`config.mk`:
```
export PLATFORM = sky130hd
export DESIGN_NAME = bk_arbiter
export DESIGN_NICKNAME = d
export VERILOG_FILES = /design/src/rtl/bk_arb_pkg.sv /design/src/rtl/bk_arb_rr.sv /design/src/rtl/bk_arbiter.sv
export SDC_FILE = /design/constraint.sdc
export NUM_CORES = 1
export LEC_CHECK = 0
export BUFFER_PORTS_ARGS = -buffer_cell sky130_fd_sc_hd__buf_2
export CAP_MARGIN = 0
export CORE_MARGIN = 10
export CORE_UTILIZATION = 49
export CTS_CLUSTER_DIAMETER = 100
export CTS_CLUSTER_SIZE = 28
export DETAILED_ROUTE_END_ITERATION = 6
export HOLD_SLACK_MARGIN = 0.05
export PLACE_DENSITY = 0.91
export SLEW_MARGIN = 10
export SYNTH_ARGS = -nofsm -noshare
export SYNTH_HDL_FRONTEND = slang
export SYNTH_HIERARCHICAL = 1
export SYNTH_SLANG_ARGS = --single-unit
```
`constraint.sdc`:
```
create_clock -name axi_aclk -period 3.6 [get_ports axi_aclk]
set_input_delay 0.18 -clock axi_aclk [delete_from_list [all_inputs] [get_ports axi_aclk]]
set_output_delay 0.18 -clock axi_aclk [all_outputs]
set_load 0.005 [all_outputs]
```
`src/rtl/bk_arb_pkg.sv`:
```
// Shared types and defaults for the two-requester backend register-bus arbiter.
// Contents: FSM state enum, default data/strobe widths, timeout read data,
// and the 2-way round-robin pick used by the grant logic.
package bk_arb_pkg;

    typedef enum logic [2:0] {
        IDLE,
        WR,
        RD_START,
        RD_WAIT,
        RESP
    } arb_state_t;

    localparam int unsigned DEF_DATA_WIDTH = 32;
    localparam int unsigned DEF_STRB_WIDTH = DEF_DATA_WIDTH / 8;
    localparam logic [DEF_DATA_WIDTH-1:0] DEF_TIMEOUT_DATA = 32'hFFFF_FFFF;

    // The pointed-to requester wins if it has anything pending, else the other one.
    function automatic logic pick_grant(input logic rr, input logic [1:0] has_req);
        return has_req[rr] ? rr : ~rr;
    endfunction

endpackage

```
`src/rtl/bk_arb_rr.sv`:
```
// 2-way round-robin grant select for the backend arbiter (combinational).
// Ports:
//   rr          - current round-robin pointer (requester favoured this round)
//   wreq/rreq   - per-requester write/read request levels
//   any_req_c   - at least one requester has a pending request
//   grant_c     - index of the requester that would be granted now
//   grant_wr_c  - granted requester is served as a write (write beats read)
//   next_rr_c   - pointer value after this grant (the non-granted requester)
module bk_arb_rr
    import bk_arb_pkg::*;
(
    input  logic       rr,
    input  logic [1:0] wreq,
    input  logic [1:0] rreq,
    output logic       any_req_c,
    output logic       grant_c,
    output logic       grant_wr_c,
    output logic       next_rr_c
);

    logic [1:0] has_req_c;

    assign has_req_c  = wreq | rreq;
    assign any_req_c  = |has_req_c;
    assign grant_c    = pick_grant(rr, has_req_c);
    assign grant_wr_c = wreq[grant_c];
    assign next_rr_c  = ~grant_c;

endmodule

```
`src/rtl/bk_arbiter.sv`:
```
// Shares one start/done backend register bus between two requesters with
// round-robin fairness; every read is bounded by a timeout.
// Ports:
//   axi_aclk, axi_areset          - clock, synchronous active-high reset
//   cc_aa_enable                  - allows new grants (sampled in IDLE only)
//   sN_wreq/waddr/wdata/wstrb     - requester N write request + payload
//   sN_rreq/raddr                 - requester N read request + address
//   sN_wdone, sN_rdone, sN_rdata  - requester N completions and read data
//   bk_wstart/waddr/wdata/wstrb   - one-cycle write strobe + payload to target
//   bk_rstart/raddr               - one-cycle read start + address to target
//   bk_rdata/bk_rdone             - target read response
//   timeout_err, err_src          - read timeout pulse, source of last timeout
module bk_arbiter
    import bk_arb_pkg::*;
#(
    parameter int unsigned ADDR_WIDTH     = 12,
    parameter int unsigned DATA_WIDTH     = DEF_DATA_WIDTH,
    parameter int unsigned TIMEOUT_CYCLES = 255,
    parameter logic [DATA_WIDTH-1:0] TIMEOUT_DATA = DATA_WIDTH'(DEF_TIMEOUT_DATA),
    localparam int unsigned STRB_WIDTH    = DATA_WIDTH / 8
) (
    input  logic                  axi_aclk,
    input  logic                  axi_areset,
    input  logic                  cc_aa_enable,
    input  logic                  s0_wreq,
    input  logic [ADDR_WIDTH-1:0] s0_waddr,
    input  logic [DATA_WIDTH-1:0] s0_wdata,
    input  logic [STRB_WIDTH-1:0] s0_wstrb,
    input  logic                  s0_rreq,
    input  logic [ADDR_WIDTH-1:0] s0_raddr,
    output logic                  s0_wdone,
    output logic                  s0_rdone,
    output logic [DATA_WIDTH-1:0] s0_rdata,
    input  logic                  s1_wreq,
    input  logic [ADDR_WIDTH-1:0] s1_waddr,
    input  logic [DATA_WIDTH-1:0] s1_wdata,
    input  logic [STRB_WIDTH-1:0] s1_wstrb,
    input  logic                  s1_rreq,
    input  logic [ADDR_WIDTH-1:0] s1_raddr,
    output logic                  s1_wdone,
    output logic                  s1_rdone,
    output logic [DATA_WIDTH-1:0] s1_rdata,
    output logic                  bk_wstart,
    output logic [ADDR_WIDTH-1:0] bk_waddr,
    output logic [DATA_WIDTH-1:0] bk_wdata,
    output logic [STRB_WIDTH-1:0] bk_wstrb,
    output logic                  bk_rstart,
    output logic [ADDR_WIDTH-1:0] bk_raddr,
    input  logic [DATA_WIDTH-1:0] bk_rdata,
    input  logic                  bk_rdone,
    output logic                  timeout_err,
    output logic                  err_src
);

    localparam int unsigned CNT_WIDTH = $clog2(TIMEOUT_CYCLES + 1);

    arb_state_t           state;
    logic                 rr;
    logic                 gnt;
    logic [CNT_WIDTH-1:0] cnt;

    logic                  any_req_c;
    logic                  grant_c;
    logic                  grant_wr_c;
    logic                  next_rr_c;
    logic [ADDR_WIDTH-1:0] sel_waddr_c;
    logic [DATA_WIDTH-1:0] sel_wdata_c;
    logic [STRB_WIDTH-1:0] sel_wstrb_c;
    logic [ADDR_WIDTH-1:0] sel_raddr_c;
    logic                  rd_fin_c;
    logic [DATA_WIDTH-1:0] rd_val_c;

    bk_arb_rr u_rr (
        .rr         (rr),
        .wreq       ({s1_wreq, s0_wreq}),
        .rreq       ({s1_rreq, s0_rreq}),
        .any_req_c  (any_req_c),
        .grant_c    (grant_c),
        .grant_wr_c (grant_wr_c),
        .next_rr_c  (next_rr_c)
    );

    // Payload of the requester about to be granted.
    assign sel_waddr_c = grant_c ? s1_waddr : s0_waddr;
    assign sel_wdata_c = grant_c ? s1_wdata : s0_wdata;
    assign sel_wstrb_c = grant_c ? s1_wstrb : s0_wstrb;
    assign sel_raddr_c = grant_c ? s1_raddr : s0_raddr;

    // A target response in the same cycle as the limit still delivers real data.
    assign rd_fin_c = bk_rdone || (cnt == CNT_WIDTH'(TIMEOUT_CYCLES));
    assign rd_val_c = bk_rdone ? bk_rdata : TIMEOUT_DATA;

    // Arbitration FSM with registered bus and completion outputs.
    always_ff @(posedge axi_aclk) begin
        if (axi_areset) begin
            state       <= IDLE;
            rr          <= 1'b0;
            gnt         <= 1'b0;
            cnt         <= '0;
            bk_wstart   <= 1'b0;
            bk_waddr    <= '0;
            bk_wdata    <= '0;
            bk_wstrb    <= '0;
            bk_rstart   <= 1'b0;
            bk_raddr    <= '0;
            s0_wdone    <= 1'b0;
            s1_wdone    <= 1'b0;
            s0_rdone    <= 1'b0;
            s1_rdone    <= 1'b0;
            s0_rdata    <= '0;
            s1_rdata    <= '0;
            timeout_err <= 1'b0;
            err_src     <= 1'b0;
        end else begin
            bk_wstart   <= 1'b0;
            bk_rstart   <= 1'b0;
            s0_wdone    <= 1'b0;
            s1_wdone    <= 1'b0;
            s0_rdone    <= 1'b0;
            s1_rdone    <= 1'b0;
            timeout_err <= 1'b0;

            case (state)
                IDLE: begin
                    if (cc_aa_enable && any_req_c) begin
                        gnt <= grant_c;
                        rr  <= next_rr_c;
                        if (grant_wr_c) begin
                            bk_wstart <= 1'b1;
                            bk_waddr  <= sel_waddr_c;
                            bk_wdata  <= sel_wdata_c;
                            bk_wstrb  <= sel_wstrb_c;
                            state     <= WR;
                        end else begin
                            bk_rstart <= 1'b1;
                            bk_raddr  <= sel_raddr_c;
                            state     <= RD_START;
                        end
                    end
                end
                WR: begin
                    s0_wdone <= ~gnt;
                    s1_wdone <= gnt;
                    state    <= RESP;
                end
                RD_START: begin
                    cnt   <= '0;
                    state <= RD_WAIT;
                end
                RD_WAIT: begin
                    if (rd_fin_c) begin
                        s0_rdone <= ~gnt;
                        s1_rdone <= gnt;
                        if (gnt) begin
                            s1_rdata <= rd_val_c;
                        end else begin
                            s0_rdata <= rd_val_c;
                        end
                        if (!bk_rdone) begin
                            timeout_err <= 1'b1;
                            err_src     <= gnt;
                        end
                        state <= RESP;
                    end else begin
                        // Only reached below the limit, so the counter never wraps.
                        cnt <= cnt + CNT_WIDTH'(1);
                    end
                end
                RESP: begin
                    state <= IDLE;
                end
                default: begin
                    state <= IDLE;
                end
            endcase
        end
    end

endmodule

```
==> results of run 1 <==
## power by group through the flow
stage / Sequential [mW] / Clock [mW] / Combinational (mW)
after global placement: 1.79 / 0 / 0.586
after detailed placement: 1.79 / 0 / 0.601
final: 1.76 / 1.88 / 0.623
after CTS: 1.76 / 1.90 / 0.624
after floorplan: 1.79 / 0 / 0.345
after global routing: 1.77 / 1.96 / 0.685
## placed cells by master, fill, tap and decap left out, drive strengths merged, types with 2 or more instances in the layout
master	netlist	layout
buf	25	301
dfxtp	145	145
nor2	67	67
o221a	65	65
mux2i	63	63
a211oi	62	62
dlygate4sd3	0	23
clkbuf	25	22
nand3	10	10
nand2	10	10
nor3	6	6
a21oi	5	5
and2	4	4
bufinv	0	4
nor4	4	4
diode	0	3
a31oi	3	3
or4	3	3
clkinv	0	3
and3	2	2
o21ai	2	2
clkinvlp	0	2
nand3b	2	2
nor3b	2	2
inv	2	2
or2	2	2
o31ai	2	2
## repair_timing
item	in CTS	in global routing
buffers inserted	0	0
hold buffers	23	0
hold endpoints to repair	40	0
setup endpoints to repair	0	0
## sequential cells by signal (all words and copies together), names as in the netlist
register	cells
bk_raddr	12
bk_rstart	1
bk_waddr	12
bk_wdata	32
bk_wstart	1
bk_wstrb	4
cnt	8
err_src	1
gnt	1
rr	1
s0_rdata	32
s0_rdone	1
s0_wdone	1
s1_rdata	32
s1_rdone	1
s1_wdone	1
state	3
timeout_err	1
## per-stage QoR
step                      power, mW  instance area (um2)
final                          4.26                 8120
after global routing           4.42                 8120
after CTS                      4.28                 8110
after detailed placement       2.39                 7240
after global placement         2.37                 7240
after floorplan                2.13                 5710
## per-layer routing
| metal | share of wire (%) | up-vias | GRT usage [%] |
|---|---|---|---|
| met5 | 0 | - | 0 |
| met4 | 2.4 | 0 | 9.80 |
| met3 | 11 | 36 | 9.55 |
| met2 | 48 | 331 | 37.4 |
| met1 | 39 | 2575 | 25.2 |
| li1 | - | 2624 | - |
## cell usage after synthesis, types with 2 or more instances
master,number
dfxtp_1,145
nor2_1,67
o221a_2,64
mux2i_1,63
a211oi_1,62
clkbuf_1,25
buf_2,23
nand2_1,10
nand3_1,10
a21oi_1,5
nor3_1,5
and2_1,4
a31oi_1,3
or4_1,3
and3_1,2
nor4_1,2
nor4_4,2
o21ai_0,2
o31ai_1,2
## worst max-delay path, cell delays in order (launching register included)
cell       delay (ps)
dfxtp_1           360
a21boi_0          200
a2bb2oi_1         430
inv_1             140
nor4_4            320
buf_12            350
nor2_1             80
a211oi_1          240
## area by class of cell
class	instances	area share (%)
Clock buffer	22	5.96
Antenna cell	3	0.0925
Inverter	2	0.0925
Tap cell	143	2.20
Timing Repair Buffer	324	21.9
Multi-Input combinational cell	330	32.1
Clock inverter	9	1.90
Sequential cell	145	35.8
## cells by family after synthesis
logic type                 count (synthesis)
DFF                                      145
adders and majority gates                  1
and+or+nand+nor                          118
muxes                                     63
buffers and inverters                     52
AOI/OAI and AO/OA                        148
## worst max-delay path by stage
stage	cells past startpoint	endpoint	start	slack (ps)
after floorplan	7	bk_waddr[0]$_SDFFE_PP0P_	rr$_SDFFE_PP0P_	1640
after global placement	7	bk_waddr[10]$_SDFFE_PP0P_	rr$_SDFFE_PP0P_	1480
after detailed placement	7	bk_wdata[0]$_SDFFE_PP0P_	rr$_SDFFE_PP0P_	1320
after CTS	7	bk_wdata[0]$_SDFFE_PP0P_	rr$_SDFFE_PP0P_	1330
after global routing	7	bk_wdata[0]$_SDFFE_PP0P_	rr$_SDFFE_PP0P_	1100
final	7	bk_wdata[0]$_SDFFE_PP0P_	rr$_SDFFE_PP0P_	1320
==> results_dict.tcl, run 1 <==
set metrics [dict create \
    drt-total-wl_mm 19.7 \
    multi_input_area_mm2 0.00261 \
    maxCapViolCount 0 \
    avgSynthCellArea_um2 10.8 \
    core-area_mm2 0.0114 \
    synth-xor-area-share_pct 0 \
    min_from "bk_rdata[9]" \
    cts_buffer_depth 2 \
    setup_violations 0 \
    hp-class "input port to flop" \
    fillers 812 \
    layout_min_cycle_time_ps 2280 \
    grt.overflow.total 0 \
    leakage_nw 3.76 \
    post-synth-top-area-fraction_pct 50.8 \
    fin_util_pct 71.1 \
    final_cells 978 \
    drv_slew 0 \
    grt_max_degree 98 \
    num_rows 39 \
    ir_worst_vdd_mv 0.390 \
    power_density_mw_per_mm2 525 \
    netlist_area_mm2 0.00571 \
    clk_latency_ps 410 \
    p_int_mw 3.23 \
    path_clk_slew_ps 60 \
    switching_share_pct 24.2 \
    cts_tree "done" \
    initial_core_util_pct 50.0 \
    path_max_fanout 97 \
    htree_levels 4 \
    finalWorstSetupSlack_ps 1320 \
    ff2ff_setup_slack_ps 1320 \
    synth_top_family_by_area "compound AO/OA/AOI/OAI gates" \
    start_kind "flop" \
    yosysWarnings 6 \
    r2r-end "bk_wdata[0]$_SDFFE_PP0P_" \
    async_flop_share_pct 0 \
    postRouteAntennaNets 0 \
    vias 5566 \
    die_w_um 128 \
    p_comb_share_pct 14.6 \
    grt_first_pass_wirelength_mm 30.1 \
    synth_compound_area_share_pct 23.6 \
    regArea_mm2 0.00290 \
    holdPathEnd "s1_rdata[9]$_SDFFE_PP0P_" \
    post-route-period-util_pct 63.4 \
    outcome "completed" \
    rsz0062_at_grt "false" \
    synth-adder-area-share_pct 0.219 \
    worstPathRequired_ps 3900 \
    track_usage_pct 22.7 \
    clkPwrFrac_pct 44.1 \
    ios 292 \
    hold_ws_ps 79.0 \
    numCtsBuffers 17 \
    port_buffers 291 \
    area_growth_pct 42.1 \
    hold-path-cell-count 2 \
    clockRootBuffer "clkbuf_16" \
    setup_tns_ps 0 \
    relSlewSlack_pct 45.8 \
    drt_iter0_markers 498 \
    hold_viol 0 \
    place_congestion 0.851 \
    synth_edf_count 0 \
    fmax_ghz 0.438 \
    die_area_mm2 0.0164 \
    first_global_vias 5561 \
    synthTopCellsByArea "dfxtp_1 (51%), o221a_2 (13%), mux2i_1 (11%)" \
    drive_gt1_share_pct 48.6 \
    cts_resized 0 \
    crit_path_end_kind "flop" \
    avgViaCountPerCell 5.69 \
    p_switching_mw 1.03 \
    dp.cells 921 \
    yosysSeqAreaShare_pct 50.8 \
    worstSetupPathType "flop to flop" \
    worstMarginPinSlew_ps 812 \
    clock-skew-final_ps 10.6 \
    synth_top_area_cell "dfxtp_1" \
    antenna_found_initial 4 \
    drc 0 \
    drt-wirelength-per-cell_um 20.1 \
    chipHeight_um 128 \
    synthCells 527 \
    dr.pass1.iters 5 \
    synth_nets 688 \
    synth_cell_types 47 \
    r2r_start "rr$_SDFFE_PP0P_" \
    muxShareOfSynthArea_pct 11.0 \
    r2r_cells 7 \
    nNetsFinal 981 \
    ys_seq_elements 145 \
    post-place-ws_ps 1320 \
    ys.flop_type "dfxtp_1" \
    cts_sinks 145 \
    hpwlAfterDp_mm 13.9 \
    cp.arrival_ps 2590 \
    synth-simple-area-share_pct 10.4 \
    seqPwrFrac_pct 41.3 \
]
Note: power is estimated with default switching activity, not from simulation.
==> run 2, diff against run 1 <==
Settings changed: CORE_UTILIZATION 49 to 41, PLACE_DENSITY 0.91 to 0.82.
Clock period 3.6 ns to 1.94 ns, I/O delays scaled along.
==> results_dict.tcl, run 2 (synthesized netlist as in run 1, its figures left out) <==
set metrics [dict create \
    crit_path_end_kind "flop" \
    area_growth_pct 66.0 \
    p_int_mw 5.97 \
    drc 0 \
    core-area_mm2 0.0138 \
    worstPathRequired_ps 2250 \
    drt-wirelength-per-cell_um 21.3 \
    cp.arrival_ps 2210 \
    num_rows 43 \
    hold_ws_ps 58.7 \
    grt.overflow.total 0 \
    layout_min_cycle_time_ps 1900 \
    path_clk_slew_ps 70 \
    path_max_fanout 8 \
    port_buffers 291 \
    p_switching_mw 2.17 \
    final_cells 1145 \
    maxCapViolCount 0 \
    final_common_cell "buf_2" \
    ios 292 \
    fmax_ghz 0.526 \
    initial_core_util_pct 41.5 \
    die_w_um 138 \
    worstMarginPinSlew_ps 611 \
    p_comb_share_pct 19.3 \
    setup_tns_ps 0 \
    start_kind "flop" \
    power_density_mw_per_mm2 859 \
    biggestRegsByFlops "bk_wdata (32), s0_rdata (32), s1_rdata (32)" \
    clock-skew-final_ps 15.6 \
    track_usage_pct 23.9 \
    final_cell_mix "buf_2 (291), dfxtp_1 (144), dlygate4sd3_1 (119), nor2_1 (67), o221a_2 (64)" \
    leakage_nw 4.31 \
    hpwlAfterDp_mm 14.9 \
    nNetsFinal 1104 \
    seqPwrFrac_pct 40.2 \
    clkPwrFrac_pct 40.6 \
    ir_worst_vdd_mv 0.576 \
    numCtsBuffers 17 \
    avgViaCountPerCell 5.51 \
    first_global_vias 6637 \
    cts_buffer_depth 2 \
    cts_sinks 145 \
    post-route-period-util_pct 98.0 \
    worstSetupPathType "flop to flop" \
    grt_max_degree 53 \
    drt-total-wl_mm 24.4 \
    drv_slew 0 \
    dp.cells 980 \
    drive_gt1_share_pct 46.5 \
    setup_violations 0 \
    switching_share_pct 26.7 \
    drt_iter0_markers 399 \
    antenna_found_initial 8 \
    outcome "completed" \
    hp-class "input port to flop" \
    fin_util_pct 68.9 \
    chipHeight_um 138 \
    grt_first_pass_wirelength_mm 37.4 \
    place_congestion 0.891 \
    vias 6313 \
    die_area_mm2 0.0191 \
    cts_tree "done" \
    postRouteAntennaNets 0 \
    clockRootBuffer "clkbuf_16" \
    dr.pass1.iters 5 \
    htree_levels 4 \
    hold_viol 0 \
    clk_latency_ps 420 \
    relSlewSlack_pct 59.2 \
]
==> run 2: final cells by class <==
cell class,instances,area [um2]
fill,943,4290
inverter,2,7.51
timing repair buffer,447,3060
tap,180,225
multi-input combinational,330,2670
clock buffer,19,433
sequential,145,2910
clock inverter,13,161
antenna,9,22.5
==> run 2: timing repair <==
action | 4_1_cts | 5_1_grt
gates resized for setup | 0 | 15
setup buffers | 0 | 5
pin swaps | 1 | 9
hold buffers | 119 | 0
setup endpoints to repair | 33 | 41
gates cloned | 1 | 0
hold endpoints to repair | 111 | 0
==> run 2: power by group through the flow <==
stage,Clock (mW),Sequential (mW),Combinational (mW)
after global routing,3.47,3.29,1.67
after CTS,3.35,3.25,1.46
after detailed placement,0,3.31,1.25
after floorplan,0,3.32,0.642
after global placement,0,3.31,1.22
final,3.30,3.27,1.57
==> run 2: per-stage QoR <==
step                      instance area (um2)  total power, mW  setup slack (ps)
after floorplan                          5720             3.96              94.2
after global placement                   7580             4.53               105
after detailed placement                 7580             4.56             -43.3
after CTS                                9400             8.06              27.4
after global routing                     9480             8.42             -20.3
final                                    9480             8.14              37.8
==> run 2: final timing paths <==
check                                           from  cells past startpoint                        end  slack, ps
worst max-delay path                 rr$_SDFFE_PP0P_                      8  bk_wdata[21]$_SDFFE_PP0P_         40
worst min-delay path                     s0_waddr[1]                      3   bk_waddr[1]$_SDFFE_PP0P_         60
worst max register to register       rr$_SDFFE_PP0P_                      8  bk_wdata[21]$_SDFFE_PP0P_         40
worst min register to register  err_src$_SDFFE_PP0P_                      2       err_src$_SDFFE_PP0P_        490
==> run 2: routing by layer <==
layer,GRT usage (%),part of all wire [%],routed length (um)
met2,40.5,49,11900
met5,0,0,0
met4,11.4,4.0,981
met3,9.97,10,2500
met1,25.3,37,8970
==> run 2: critical path, cell delays in order, from the launching register on <==
cell	delay (ps)
dfxtp_4	370
a21boi_2	140
a2bb2oi_2	190
inv_2	60
nor4_4	350
buf_12	180
buf_4	160
nor2_1	70
a211oi_1	280
